File: src/rtl/seq_shifter.sv
// seq_shifter: multi-cycle shift/rotate unit with a start/done handshake.
// It covers logical, arithmetic and rotate shifts in both directions and
// moves at most STEP bit positions per clock.
// Optional feature macro: SEQ_SHIFTER_SAT_EN makes SSHL saturate and drives ovf.
// Without the macro, SSHL wraps like SHL and ovf is held at 0.
module seq_shifter #(
    parameter int DATAWIDTH  = 8,
    parameter int SHAMTWIDTH = 3,
    parameter int STEP       = 1
) (
    input  logic                        Clk,
    input  logic                        Rst,
    input  logic                        start,
    input  logic [2:0]                  mode,
    input  logic signed [DATAWIDTH-1:0] a,
    input  logic [SHAMTWIDTH-1:0]       sh_amt,
    output logic signed [DATAWIDTH-1:0] d,
    output logic                        busy,
    output logic                        done,
    output logic                        ovf
);

    localparam int CW = $clog2(DATAWIDTH + 1);

    typedef enum logic [1:0] {
        IDLE  = 2'd0,
        SHIFT = 2'd1,
        DONE  = 2'd2
    } state_e;

    typedef enum logic [2:0] {
        OP_SHL   = 3'b000,
        OP_SSHL  = 3'b001,
        OP_SHR   = 3'b010,
        OP_SSHR  = 3'b011,
        OP_ROL   = 3'b100,
        OP_ROR   = 3'b101,
        OP_PASS0 = 3'b110,
        OP_PASS1 = 3'b111
    } op_e;

    state_e               state_q, state_d;
    op_e                  mode_q, mode_d;
    logic [DATAWIDTH-1:0] work_q, work_d;
    logic [DATAWIDTH-1:0] res_q, res_d;
    logic [DATAWIDTH-1:0] step_work;
    logic [CW-1:0]        rem_q, rem_d;
    logic [CW-1:0]        step_rem;
    logic [CW-1:0]        n_eff;
    logic [31:0]          amt_ext;
    logic [31:0]          n_wide;
`ifdef SEQ_SHIFTER_SAT_EN
    logic                 sign_q, sign_d;
    logic                 acc_q, acc_d;
    logic                 step_acc;
    logic                 ovf_q, ovf_d;
`endif

    // Effective shift amount: logical/arithmetic shifts clamp at the width, rotates wrap.
    always_comb begin
        amt_ext = 32'(sh_amt);
        n_wide  = '0;
        case (op_e'(mode))
            OP_SHL, OP_SSHL, OP_SHR, OP_SSHR:
                n_wide = (amt_ext > 32'(DATAWIDTH)) ? 32'(DATAWIDTH) : amt_ext;
            OP_ROL, OP_ROR:
                n_wide = amt_ext % 32'(DATAWIDTH);
            default:
                n_wide = '0;
        endcase
        n_eff = CW'(n_wide);
    end

    // One SHIFT step: move up to STEP single-bit positions, never past the remaining count.
    always_comb begin
        step_work = work_q;
`ifdef SEQ_SHIFTER_SAT_EN
        step_acc  = acc_q;
`endif
        for (int i = 0; i < STEP; i++) begin
            if (i < int'(rem_q)) begin
                case (mode_q)
                    OP_SHL, OP_SSHL: begin
`ifdef SEQ_SHIFTER_SAT_EN
                        if (step_work[DATAWIDTH-1] != sign_q) begin
                            step_acc = 1'b1;
                        end
`endif
                        step_work = {step_work[DATAWIDTH-2:0], 1'b0};
                    end
                    OP_SHR:  step_work = {1'b0, step_work[DATAWIDTH-1:1]};
                    OP_SSHR: step_work = {step_work[DATAWIDTH-1], step_work[DATAWIDTH-1:1]};
                    OP_ROL:  step_work = {step_work[DATAWIDTH-2:0], step_work[DATAWIDTH-1]};
                    OP_ROR:  step_work = {step_work[0], step_work[DATAWIDTH-1:1]};
                    default: step_work = step_work;
                endcase
            end
        end
        step_rem = (rem_q > CW'(STEP)) ? (rem_q - CW'(STEP)) : '0;
    end

    // Next-state logic: capture in IDLE/DONE, step in SHIFT, load the result on entry to DONE.
    always_comb begin
        state_d = state_q;
        mode_d  = mode_q;
        work_d  = work_q;
        rem_d   = rem_q;
        res_d   = res_q;
`ifdef SEQ_SHIFTER_SAT_EN
        sign_d  = sign_q;
        acc_d   = acc_q;
        ovf_d   = ovf_q;
`endif
        case (state_q)
            IDLE, DONE: begin
                if (start) begin
                    mode_d  = op_e'(mode);
                    work_d  = a;
                    rem_d   = n_eff;
`ifdef SEQ_SHIFTER_SAT_EN
                    sign_d  = a[DATAWIDTH-1];
                    acc_d   = 1'b0;
`endif
                    state_d = (n_eff == '0) ? DONE : SHIFT;
                end else begin
                    state_d = IDLE;
                end
            end
            SHIFT: begin
                work_d = step_work;
                rem_d  = step_rem;
`ifdef SEQ_SHIFTER_SAT_EN
                acc_d  = step_acc;
`endif
                if (step_rem == '0) begin
                    state_d = DONE;
                end
            end
            default: state_d = IDLE;
        endcase

        if (state_d == DONE) begin
            res_d = work_d;
`ifdef SEQ_SHIFTER_SAT_EN
            ovf_d = 1'b0;
            if (mode_d == OP_SSHL && (acc_d || (work_d[DATAWIDTH-1] != sign_d))) begin
                ovf_d = 1'b1;
                res_d = sign_d ? {1'b1, {(DATAWIDTH-1){1'b0}}}
                               : {1'b0, {(DATAWIDTH-1){1'b1}}};
            end
`endif
        end
    end

    // State and datapath registers; reset aborts any request in flight.
    always_ff @(posedge Clk or negedge Rst) begin
        if (!Rst) begin
            state_q <= IDLE;
            mode_q  <= OP_SHL;
            work_q  <= '0;
            rem_q   <= '0;
            res_q   <= '0;
`ifdef SEQ_SHIFTER_SAT_EN
            sign_q  <= 1'b0;
            acc_q   <= 1'b0;
            ovf_q   <= 1'b0;
`endif
        end else begin
            state_q <= state_d;
            mode_q  <= mode_d;
            work_q  <= work_d;
            rem_q   <= rem_d;
            res_q   <= res_d;
`ifdef SEQ_SHIFTER_SAT_EN
            sign_q  <= sign_d;
            acc_q   <= acc_d;
            ovf_q   <= ovf_d;
`endif
        end
    end

    assign d    = res_q;
    assign busy = (state_q == SHIFT);
    assign done = (state_q == DONE);
`ifdef SEQ_SHIFTER_SAT_EN
    assign ovf  = ovf_q;
`else
    assign ovf  = 1'b0;
`endif

endmodule

File: config.mk
export PLATFORM = sky130hd
export DESIGN_NAME = seq_shifter
export DESIGN_NICKNAME = d
export VERILOG_FILES = /design/src/rtl/seq_shifter.sv
export SDC_FILE = /design/constraint.sdc
export NUM_CORES = 1
export LEC_CHECK = 0
export ABC_AREA = 1
export BUFFER_PORTS_ARGS = -buffer_cell sky130_fd_sc_hd__buf_2
export CORE_UTILIZATION = 40
export CTS_CLUSTER_SIZE = 8
export DETAILED_ROUTE_END_ITERATION = 12
export SLEW_MARGIN = 10
export SYNTH_ARGS = -nofsm -noshare
export SYNTH_HDL_FRONTEND = slang
export SYNTH_SLANG_ARGS = --single-unit
File: constraint.sdc
create_clock -name Clk -period 3.66 [get_ports Clk]
set_clock_uncertainty 0.15 [all_clocks]
set_input_delay 1.098 -clock Clk [delete_from_list [all_inputs] [get_ports Clk]]
set_output_delay 1.098 -clock Clk [all_outputs]
set_load 0.005 [all_outputs]
== Word-level counts from Yosys, hierarchy flattened ==
Index checks and enable logic that the tools add are counted.

* Output and inout bits: 11
* Logic and storage cells: 45
* Input bits: 17
* Register bits: 25

* Multiplexer cells: 12
* $add $sub $neg: 1
* Equality and inequality tests: 14
* Order comparisons: 2
* Reduce and logical (&&, ||, !) cells: 11

{| class="wikitable"
|+ Operators by type and width
! operator !! number
|-
| 8-bit one-hot mux with 5 select lines || 1
|-
| 8-bit 2-to-1 mux || 2
|-
| 8-bit one-hot mux with 2 select lines || 1
|-
| 3-bit by 2-bit equality test with 1-bit output, second input constant || 4
|-
| 3-bit equality test, second input constant || 4
|-
| 4-bit logical NOT || 2
|-
| 4-bit 2-to-1 mux || 2
|-
| 4-bit one-hot mux with 2 select lines || 1
|-
| 3-bit by 1-bit equality test with 1-bit output, second input constant || 2
|-
| 3-bit logical NOT || 2
|-
| 2-bit 2-to-1 mux || 3
|-
| 6-bit OR reduction || 1
|-
| 2-bit equality test, second input constant || 2
|-
| 4-bit by 1-bit > comparator with 1-bit output, second input constant || 1
|-
| 1-bit by 4-bit less-than comparator with 1-bit output, first input constant || 1
|-
| 2-bit one-hot mux with 2 select lines || 1
|-
| 2-bit AND reduction || 2
|-
| 2-bit OR reduction || 2
|-
| 4-bit by 1-bit subtractor with 4-bit output, second input constant || 1
|-
| 3-bit 2-to-1 mux || 1
|-
| 2-bit by 1-bit equality test with 1-bit output, second input constant || 1
|-
| 2-bit logical NOT || 1
|-
| 2-bit inequality test, second input constant || 1
|-
| 2-bit nonzero test || 1
|}

== Depth between registers and ports, before layout ==
Gate-level depths: netlist of run 1.

* Depth after elaboration: 8
* Gate-level depth with buffers: 10

== Worst setup path after synthesis of run 1 ==
OpenSTA, ideal clock, no wires.

* Path type: input to register
* From: in start
* To: reg res_q[5], in the netlist d[5]
* Slack: 1.589 ns
* Stages on the path: 7
* Required time: 3.391 ns
* Data arrival time: 1.803 ns
* Buffers on the path: 1
* Cell sequence: inv_1 > nor2_8 > buf_6 > a22oi_1 > nand2_2 > nand3_1 > nand2_1

{| class="wikitable"
|+ RTL lines
! element !! line !! source
|-
| from (decl) || 13 || <nowiki>input logic start,</nowiki>
|-
| 8-bit 2-to-1 mux || 116 || <nowiki>if (start) begin</nowiki>
|-
| 8-bit one-hot mux with 2 select lines || 114 || <nowiki>case (state_q)</nowiki>
|-
| via work_d[5] || 44 || <nowiki>logic [DATAWIDTH-1:0] work_q, work_d;</nowiki>
|-
| to (signal assigned) || 173 || <nowiki>res_q <= res_d;</nowiki>
|-
| to (decl) || 45 || <nowiki>logic [DATAWIDTH-1:0] res_q, res_d;</nowiki>
|}

The timed path passes the listed nets, and every way through them passes these cells.
A chain may end at the register's enable or synchronous reset.

== Worst setup path in the final report of run 1 ==
* From: reg state_q[0]
* To: out busy

* Longest elaborated chain between the ends: 1

{| class="wikitable"
|+ Ends and longest elaborated chain
! element !! line !! source
|-
| from (decl) || 42 || <nowiki>state_e state_q, state_d;</nowiki>
|-
| from (signal assigned) || 169 || <nowiki>state_q <= state_d;</nowiki>
|-
| 2-bit by 1-bit equality test with 1-bit output || 183 || <nowiki>assign busy = (state_q == SHIFT);</nowiki>
|-
| to (decl) || 18 || <nowiki>output logic busy,</nowiki>
|}

Every way passes these cells.

==> results of run 1 <==
[sequential cells by signal, summed over array words and instances (netlist names)]
register and flops:
d 8, rem_q 4, mode_q 3, state_q 2, work_q 8
[metrics by stage]
| stage | util | cell area (µm²) | power [µW] |
|---|---|---|---|
| 2_1_floorplan | - | 1579 | 1322 |
| 3_3_place_gp | 0.4650 | 1728 | 1542 |
| 3_5_place_dp | 0.4650 | 1728 | 1541 |
| 4_1_cts | 0.4781 | 1777 | 1718 |
| 5_1_grt | 0.4781 | 1777 | 1904 |
| 6_report | 0.4781 | 1777 | 1703 |
[placed cells by master, fill, tap and decap left out, types with 3 or more instances in the layout]
| master | instances |
|---|---|
| a21oi_1 | 6 |
| a21oi_2 | 5 |
| a22oi_1 | 8 |
| buf_2 | 26 |
| clkbuf_8 | 3 |
| dfrtp_1 | 25 |
| ha_1 | 3 |
| inv_1 | 19 |
| inv_2 | 3 |
| nand2_1 | 46 |
| nand2_2 | 9 |
| nand2_4 | 3 |
| nand3_1 | 41 |
| nor2_1 | 10 |
| o21ai_0 | 6 |
| o22ai_1 | 3 |
[layer usage]
metal | part of all wire | global-route usage
met4 | 0.0060 | 0.05833
met5 | 0 | 0
met3 | 0.029 | 0.02113
met2 | 0.50 | 0.3385
met1 | 0.46 | 0.2655
[logic make-up after synthesis]
logic type / after synthesis / synth area share
AO/OA/AOI/OAI: 32 / 0.1300
adder cells (fa/ha/maj): 3 / 0.02377
buffers and inverters: 28 / 0.08796
flip-flops: 25 / 0.3962
other: 1 / 0.002375
AND/OR/NAND/NOR: 115 / 0.3598
[where the power goes]
group	total (µW)	internal (µW)	switching [µW]
Combinational	974	361	613
Sequential	557	412	145
Clock	172	77.2	95.1
[layout make-up]
cell class,instances,share of cell area
inverters,24,0.05493
flip-flops and latches,25,0.3521
repair buffers,26,0.07324
well taps,48,0.03380
clock buffers,3,0.02324
clock inverters,1,0.004225
multi-input cells,151,0.4585
[worst min-delay path by stage]
stage                     from  endpoint  slack [ps]
after CTS                 d[1]      d[1]         360
after global routing      d[6]      d[6]         390
after floorplan           d[0]      d[0]         340
after detailed placement  d[2]      d[2]         330
after global placement    d[1]      d[1]         330
final                     d[5]      d[5]         360
[tightest hold or removal path: cells and delay by family (launching register included)]
kind,cells,cell delay [ps]
flops,1,360
simple gates,2,120
==> impl_metrics.tcl, run 1 <==
set metrics [dict create \
    outcome "finished, final reports clean" \
    critPathBufInv 2 \
    antennaDiodeCount 0 \
    start_util 0.4249 \
    cts-root-buf "clkbuf_8" \
    regToRegStartpoint "rem_q[0]" \
    drv_cap 0 \
    path_cells "inv_6 > nor2_4 > buf_2" \
    layout.nets 251 \
    slew_viol_final 0 \
    fmax_mhz 396.4 \
    yosys-top-cells-area "dfrtp_1 40%, nand3_1 13%, nand2_1 11%" \
    crit_path_start "state_q[0]" \
    multiInputGateArea_um2 814.5 \
    grt_max_degree 26 \
    start_kind "register" \
    ys_ff_latch 25 \
    grt_pass1_wl_um 6430 \
    row_count 22 \
    via_per_inst 5.133 \
    hold_buffers 0 \
    critPathKind "register to output port" \
    hpwl_um 2773 \
    synth_cell_type_count 27 \
    worstPathArrival_ps 1270 \
    die_area_mm2 0.004203 \
    die_x_um 64.83 \
    synth_warnings 0 \
    io_pins 28 \
    synth_nets 224 \
    drtPass1Iterations 4 \
    worstHoldPathCells 2 \
    cts_sinks 25 \
    layout.area.seq_um2 625.6 \
    path_max_fanout 7 \
    grt_antenna_before_repair 0 \
    clk_pin_slew_ps 100 \
    wl_per_cell_um 13.12 \
    crit_end "busy" \
    period_minus_slack_ps 2523 \
    period_share 0.6892 \
    grt-ovfl-total 0 \
    path_depth 3 \
    first_iter_violations 64 \
    groute.usage.overall 0.1995 \
    hold_viol 0 \
    synth_top_cells_by_count "46 x nand2_1, 41 x nand3_1, 25 x dfrtp_1, 19 x inv_1, 10 x nor2_1" \
    die_h_um 64.83 \
    cts_resized 0 \
    synth_seq_area_share 0.3962 \
    rr_endpoint "d[1]" \
    drc 0 \
    fill_cells 421 \
    p_per_area_mw_per_mm2 958.7 \
    fin_cells 278 \
    cp.required_ps 2410 \
    place_inst 274 \
    cts_tree "built" \
    tightest_slew_ps 574.0 \
    worstHoldPathType "register to register" \
    numCtsBuffers 3 \
    postCtsSetupRepairBufs 0 \
    layout_setup_ws_ps 1137 \
    core_area_mm2 0.003716 \
    finalSetupViolations 0 \
    io_buffers 26 \
    p_leak_uw 0.0009420 \
    max_stage_delay_ps 640 \
    cts-htree-levels 1 \
    synth_edf_count 0 \
    grt_setup_unrepaired "no" \
    synth.avg_cell_area_um2 7.740 \
    relSlewSlack 0.6173 \
    reg2regPathDepth 9 \
    via_count 1427 \
    place.gp.congestion 0.8161 \
    netlist_instances 204 \
    pre_cts_ws_ps 1313 \
    fin_hold_ws_ps 356.3 \
    ant_nets 0 \
    grt_pass1_vias 1363 \
    clock_latency_ps 270 \
    ir_worst_vdd_uv 349.6 \
    r2r_slack_ps 1690 \
    clock_path_buffers 2 \
    synth.top_cell.area_share 0.3962 \
    drive_gt1_frac 0.2435 \
    synthToLayoutAreaGrowth_pct 12.52 \
    fin_setup_tns_ps 0 \
    synth_most_common_cell "nand2_1" \
    synth_area_mm2 0.001579 \
    yosys.area.top_type "dfrtp_1" \
    wirelength_um 3648 \
    crit_family "flip-flops" \
    synthFlopType "dfrtp_1" \
    endpoint_kind "output port" \
    synthArstFlopShare 1.000 \
    cp_slowest_cell "dfrtp_1" \
]
No activity file was read; power rests on OpenSTA's default activity.
==> run 2, diff against run 1 <==
clock period = 2.5 ns   (was 3.66 ns; I/O delays follow)
==> impl_metrics.tcl, run 2 (synthesis results as in run 1) <==
set metrics [dict create \
    switchingPower_uw 1247 \
    max_stage_delay_ps 650 \
    critPathKind "register to output port" \
    hold_viol 0 \
    hold_buffers 0 \
    cp_slowest_cell "dfrtp_1" \
    design_area_mm2 0.001777 \
    io_pins 28 \
    power_frac_seq 0.325 \
    slew_viol_final 0 \
    worstPathArrival_ps 1280 \
    cts_sinks 25 \
    groute.usage.overall 0.1999 \
    grt_pass1_wl_um 6506 \
    hpwl_um 2741 \
    cp.required_ps 1600 \
    place.gp.congestion 0.8161 \
    ant_nets 0 \
    path_cells "inv_6 > nor2_4 > buf_2" \
    switching_share 0.5004 \
    clk_pin_slew_ps 100 \
    endpoint_kind "output port" \
    first_iter_violations 58 \
    die_x_um 64.83 \
    p_per_area_mw_per_mm2 1403 \
    p_comb_frac 0.572 \
    die_h_um 64.83 \
    tightest_slew_ps 561.4 \
    cts-htree-levels 1 \
    period_minus_slack_ps 2180 \
    period_share 0.8721 \
    via_count 1425 \
    start_util 0.4249 \
    wirelength_um 3640 \
    worstHoldPathType "input port to async pin" \
    clock_latency_ps 280 \
    cts-root-buf "clkbuf_8" \
    die_area_mm2 0.004203 \
    p_int_uw 1245 \
    grt_pass1_vias 1395 \
    grt_setup_unrepaired "no" \
    cts_tree "built" \
    fin_hold_ws_ps 297.7 \
    numCtsBuffers 3 \
    crit_path_start "state_q[0]" \
    layout.nets 251 \
    via_per_inst 5.126 \
    drive_gt1_frac 0.2435 \
    postCtsSetupRepairBufs 0 \
    relSlewSlack 0.6257 \
    io_buffers 26 \
    drtPass1Iterations 4 \
    row_count 22 \
    p_leak_uw 0.0009420 \
    grt_antenna_before_repair 0 \
    synthToLayoutAreaGrowth_pct 12.52 \
    ir_worst_vdd_uv 576.4 \
    fin_setup_tns_ps 0 \
    outcome "finished, final reports clean" \
    grt-ovfl-total 0 \
    antennaDiodeCount 0 \
    wl_per_cell_um 13.09 \
    fmax_mhz 458.7 \
    cts_resized 0 \
    clock_path_buffers 2 \
    start_kind "register" \
    place_area_mm2 0.001728 \
    drv_cap 0 \
    finalSetupViolations 0 \
    layout_common_cells "46 x nand2_1, 41 x nand3_1, 26 x buf_2" \
    clock_power_share 0.103 \
    grt_max_degree 26 \
    core_area_mm2 0.003716 \
    drc 0 \
    path_max_fanout 7 \
    fill_cells 411 \
    regToRegStartpoint "rem_q[0]" \
    layout_commonest_cell "nand2_1" \
]
run 2: layout make-up:
class / instances / area [µm²] / area share
clock buffers: 3 / 41.29 / 0.02324
clock inverters: 1 / 7.507 / 0.004225
inverters: 24 / 97.59 / 0.05493
multi-input cells: 151 / 814.5 / 0.4585
flip-flops and latches: 25 / 625.6 / 0.3521
well taps: 48 / 60.06 / 0.03380
repair buffers: 26 / 130.1 / 0.07324
run 2: per-layer routing:
metal  up-vias  wire length (µm)  global-route usage
met2        27              1851              0.3411
met3         5               159             0.02289
li1        730                 -                   -
met5         -                 0                   0
met1       663              1593              0.2633
met4         0                37             0.05833
run 2: final timing paths:
kind | cells after the start | to | slack [ps]
min in group Clk | 2 | d[1] | 360
worst max-delay path | 3 | busy | 320
worst min-delay path | 1 | mode_q[1] | 300
worst min register to register | 2 | d[1] | 360
max in group asynchronous | 1 | rem_q[3] | 1520
worst max register to register | 9 | d[3] | 550
run 2: through the flow:
step                cells  total power (µW)  setup WS, ps  utilization
floorplan             204              1935         776.8            -
global placement      274              2258         516.2       0.4650
detailed placement    274              2258         497.1       0.4650
CTS                   278              2522         308.4       0.4781
global route          278              2784         264.7       0.4781
finish                278              2493         319.9       0.4781
run 2: critical path: cells and delay by family (launching register included):
family | cells | cell delay (ps)
buf+inv | 2 | 200
flops | 1 | 650
simple gates | 1 | 160
run 2: power groups by stage:
stage / registers, µW / logic (µW) / clock network, µW
after floorplan: 753 / 1180 / 0
after global placement: 821 / 1440 / 0
after detailed placement: 817 / 1440 / 0
after CTS: 811 / 1440 / 265
after global routing: 834 / 1670 / 277
final: 810 / 1430 / 256
==> run 3, diff against run 2 <==
--- a/config.mk
+++ b/config.mk
@@ -12,2 +12,3 @@
 export DETAILED_ROUTE_END_ITERATION = 12
+export SKIP_CTS_REPAIR_TIMING = 1
 export SLEW_MARGIN = 10
==> constraint.sdc (replaced) <==
create_clock -name Clk -period 2.5 [get_ports Clk]
set_clock_uncertainty 0.15 [all_clocks]
set_input_delay 0.25 -clock Clk [delete_from_list [all_inputs] [get_ports Clk]]
set_output_delay 0.25 -clock Clk [all_outputs]
set_load 0.005 [all_outputs]
==> impl_metrics.tcl, run 3 (synthesis results as in run 1) <==
set metrics [dict create \
    outcome "finished, final reports clean" \
    finalSetupViolations 0 \
    wirelength_um 3659 \
    ir_worst_vdd_uv 593.4 \
    die_area_mm2 0.004203 \
    cts-root-buf "clkbuf_8" \
    grt-ovfl-total 0 \
    worstPathArrival_ps 1930 \
    start_kind "register" \
    p_per_area_mw_per_mm2 1396 \
    critPathKind "register to register" \
    cts-htree-levels 1 \
    layout_commonest_cell "nand2_1" \
    core_area_mm2 0.003716 \
    slew_viol_final 0 \
    io_buffers 26 \
    regToRegStartpoint "rem_q[0]" \
    cts_tree "built" \
    rr_endpoint "d[4]" \
    groute.usage.overall 0.1913 \
    fill_cells 395 \
    hpwl_um 2739 \
    path_max_fanout 9 \
    endpoint_kind "register" \
    p_leak_uw 0.0009500 \
    r2r_slack_ps 590 \
    layout_setup_ws_ps 588.9 \
    grt_max_degree 26 \
    hold_start "mode[0]" \
    period_share 0.7644 \
    drive_gt1_frac 0.2424 \
    hold_path_end "mode_q[0]" \
    grt_setup_unrepaired "no" \
    synthToLayoutAreaGrowth_pct 13.00 \
    grt_pass1_vias 1410 \
    first_iter_violations 87 \
    worstHoldPathType "input port to register" \
    clock_path_buffers 2 \
    relSlewSlack 0.6104 \
    hold_viol 0 \
    max_stage_delay_ps 400 \
    crit_top_cell "nand2_1" \
    layout_common_cells "46 x nand2_1, 41 x nand3_1, 26 x buf_2" \
    drtPass1Iterations 4 \
    cp_slowest_cell "dfrtp_1" \
    via_count 1468 \
    clock_latency_ps 270 \
    grt_util_met1 0.2403 \
    worstHoldPathCells 3 \
    cts_sinks 25 \
    cp.required_ps 2520 \
    start_util 0.4249 \
    fin_setup_tns_ps 0 \
    clk_pin_slew_ps 90 \
    grt_use_met3 0.02289 \
    critPathBufInv 2 \
    met2_usage 0.3424 \
    antennaDiodeCount 0 \
    place.gp.congestion 0.7813 \
    fin_hold_ws_ps 35.05 \
    grt_pass1_wl_um 6230 \
    numCtsBuffers 3 \
    reg2regPathDepth 9 \
    drv_cap 0 \
    io_pins 28 \
    grt_antenna_before_repair 0 \
    pre_cts_ws_ps 574.8 \
    top_usage_layer "met2" \
    die_h_um 64.83 \
    wl_per_cell_um 13.11 \
    crit_family "simple AND/OR/NAND/NOR gates" \
    drc 0 \
    via_per_inst 5.262 \
    ant_nets 0 \
    period_minus_slack_ps 1911 \
    row_count 22 \
    tightest_slew_ps 584.5 \
    fmax_mhz 523.3 \
    layout.nets 252 \
    die_x_um 64.83 \
    path_cells "inv_1 > ha_1 > inv_1 > nand2_1 > nand2_1 > o21ai_0 > nand4_2 > nand3_1 > nand2_1" \
]
[run 3: changes by cell type in the layout (fill, tap and decap cells not counted), sizes merged]
cell / previous run / this run
clkinvlp: 1 / 0
dlygate4sd3: 0 / 1
clkinv: 0 / 1
[run 3: how the worst max path moves through the flow]
stage / from / end / slack, ps / cells after the start
floorplan: rem_q[0] / d[7] / 850 / 9
finish: rem_q[0] / d[4] / 590 / 9
CTS: rem_q[0] / d[1] / 560 / 9
global placement: rem_q[0] / d[7] / 650 / 9
detailed placement: rem_q[0] / d[3] / 570 / 9
global route: rem_q[0] / d[3] / 290 / 9
[run 3: layout make-up]
type / count / area [µm²] / share of cell area
Multi-Input combinational cell: 151 / 814.5 / 0.4565
Sequential cell: 25 / 625.6 / 0.3506
Timing Repair Buffer: 27 / 140.1 / 0.07854
Inverter: 24 / 97.59 / 0.05470
Tap cell: 48 / 60.06 / 0.03366
Clock buffer: 3 / 41.29 / 0.02314
Clock inverter: 1 / 5.005 / 0.002805
[run 3: metrics by stage]
step	power, µW	std cells	util	area [µm²]
floorplan	1935	204	-	1579
CTS	2523	278	0.4774	1774
finish	2491	279	0.4801	1784
global placement	2255	274	0.4650	1728
detailed placement	2275	274	0.4650	1728
global route	2775	279	0.4801	1784
[run 3: per-layer routing]
layer / wire length, µm / up-vias
li1: - / 740
met1: 1642 / 699
met2: 1878 / 25
met3: 113 / 4
met4: 26 / 0
met5: 0 / -
[run 3: worst reg2reg max path, stage by stage (launching register included)]
cell and delay (ps):
dfrtp_1 400, inv_1 160, ha_1 240, inv_1 90, nand2_1 60, nand2_1 100, o21ai_0 130, nand4_2 270
nand3_1 150, nand2_1 60
[run 3: report_power, final]
group,leakage (µW),internal [µW],switching (µW)
clock,0.0000255,112,129
combinational,0.000616,531,906
sequential,0.000309,604,210
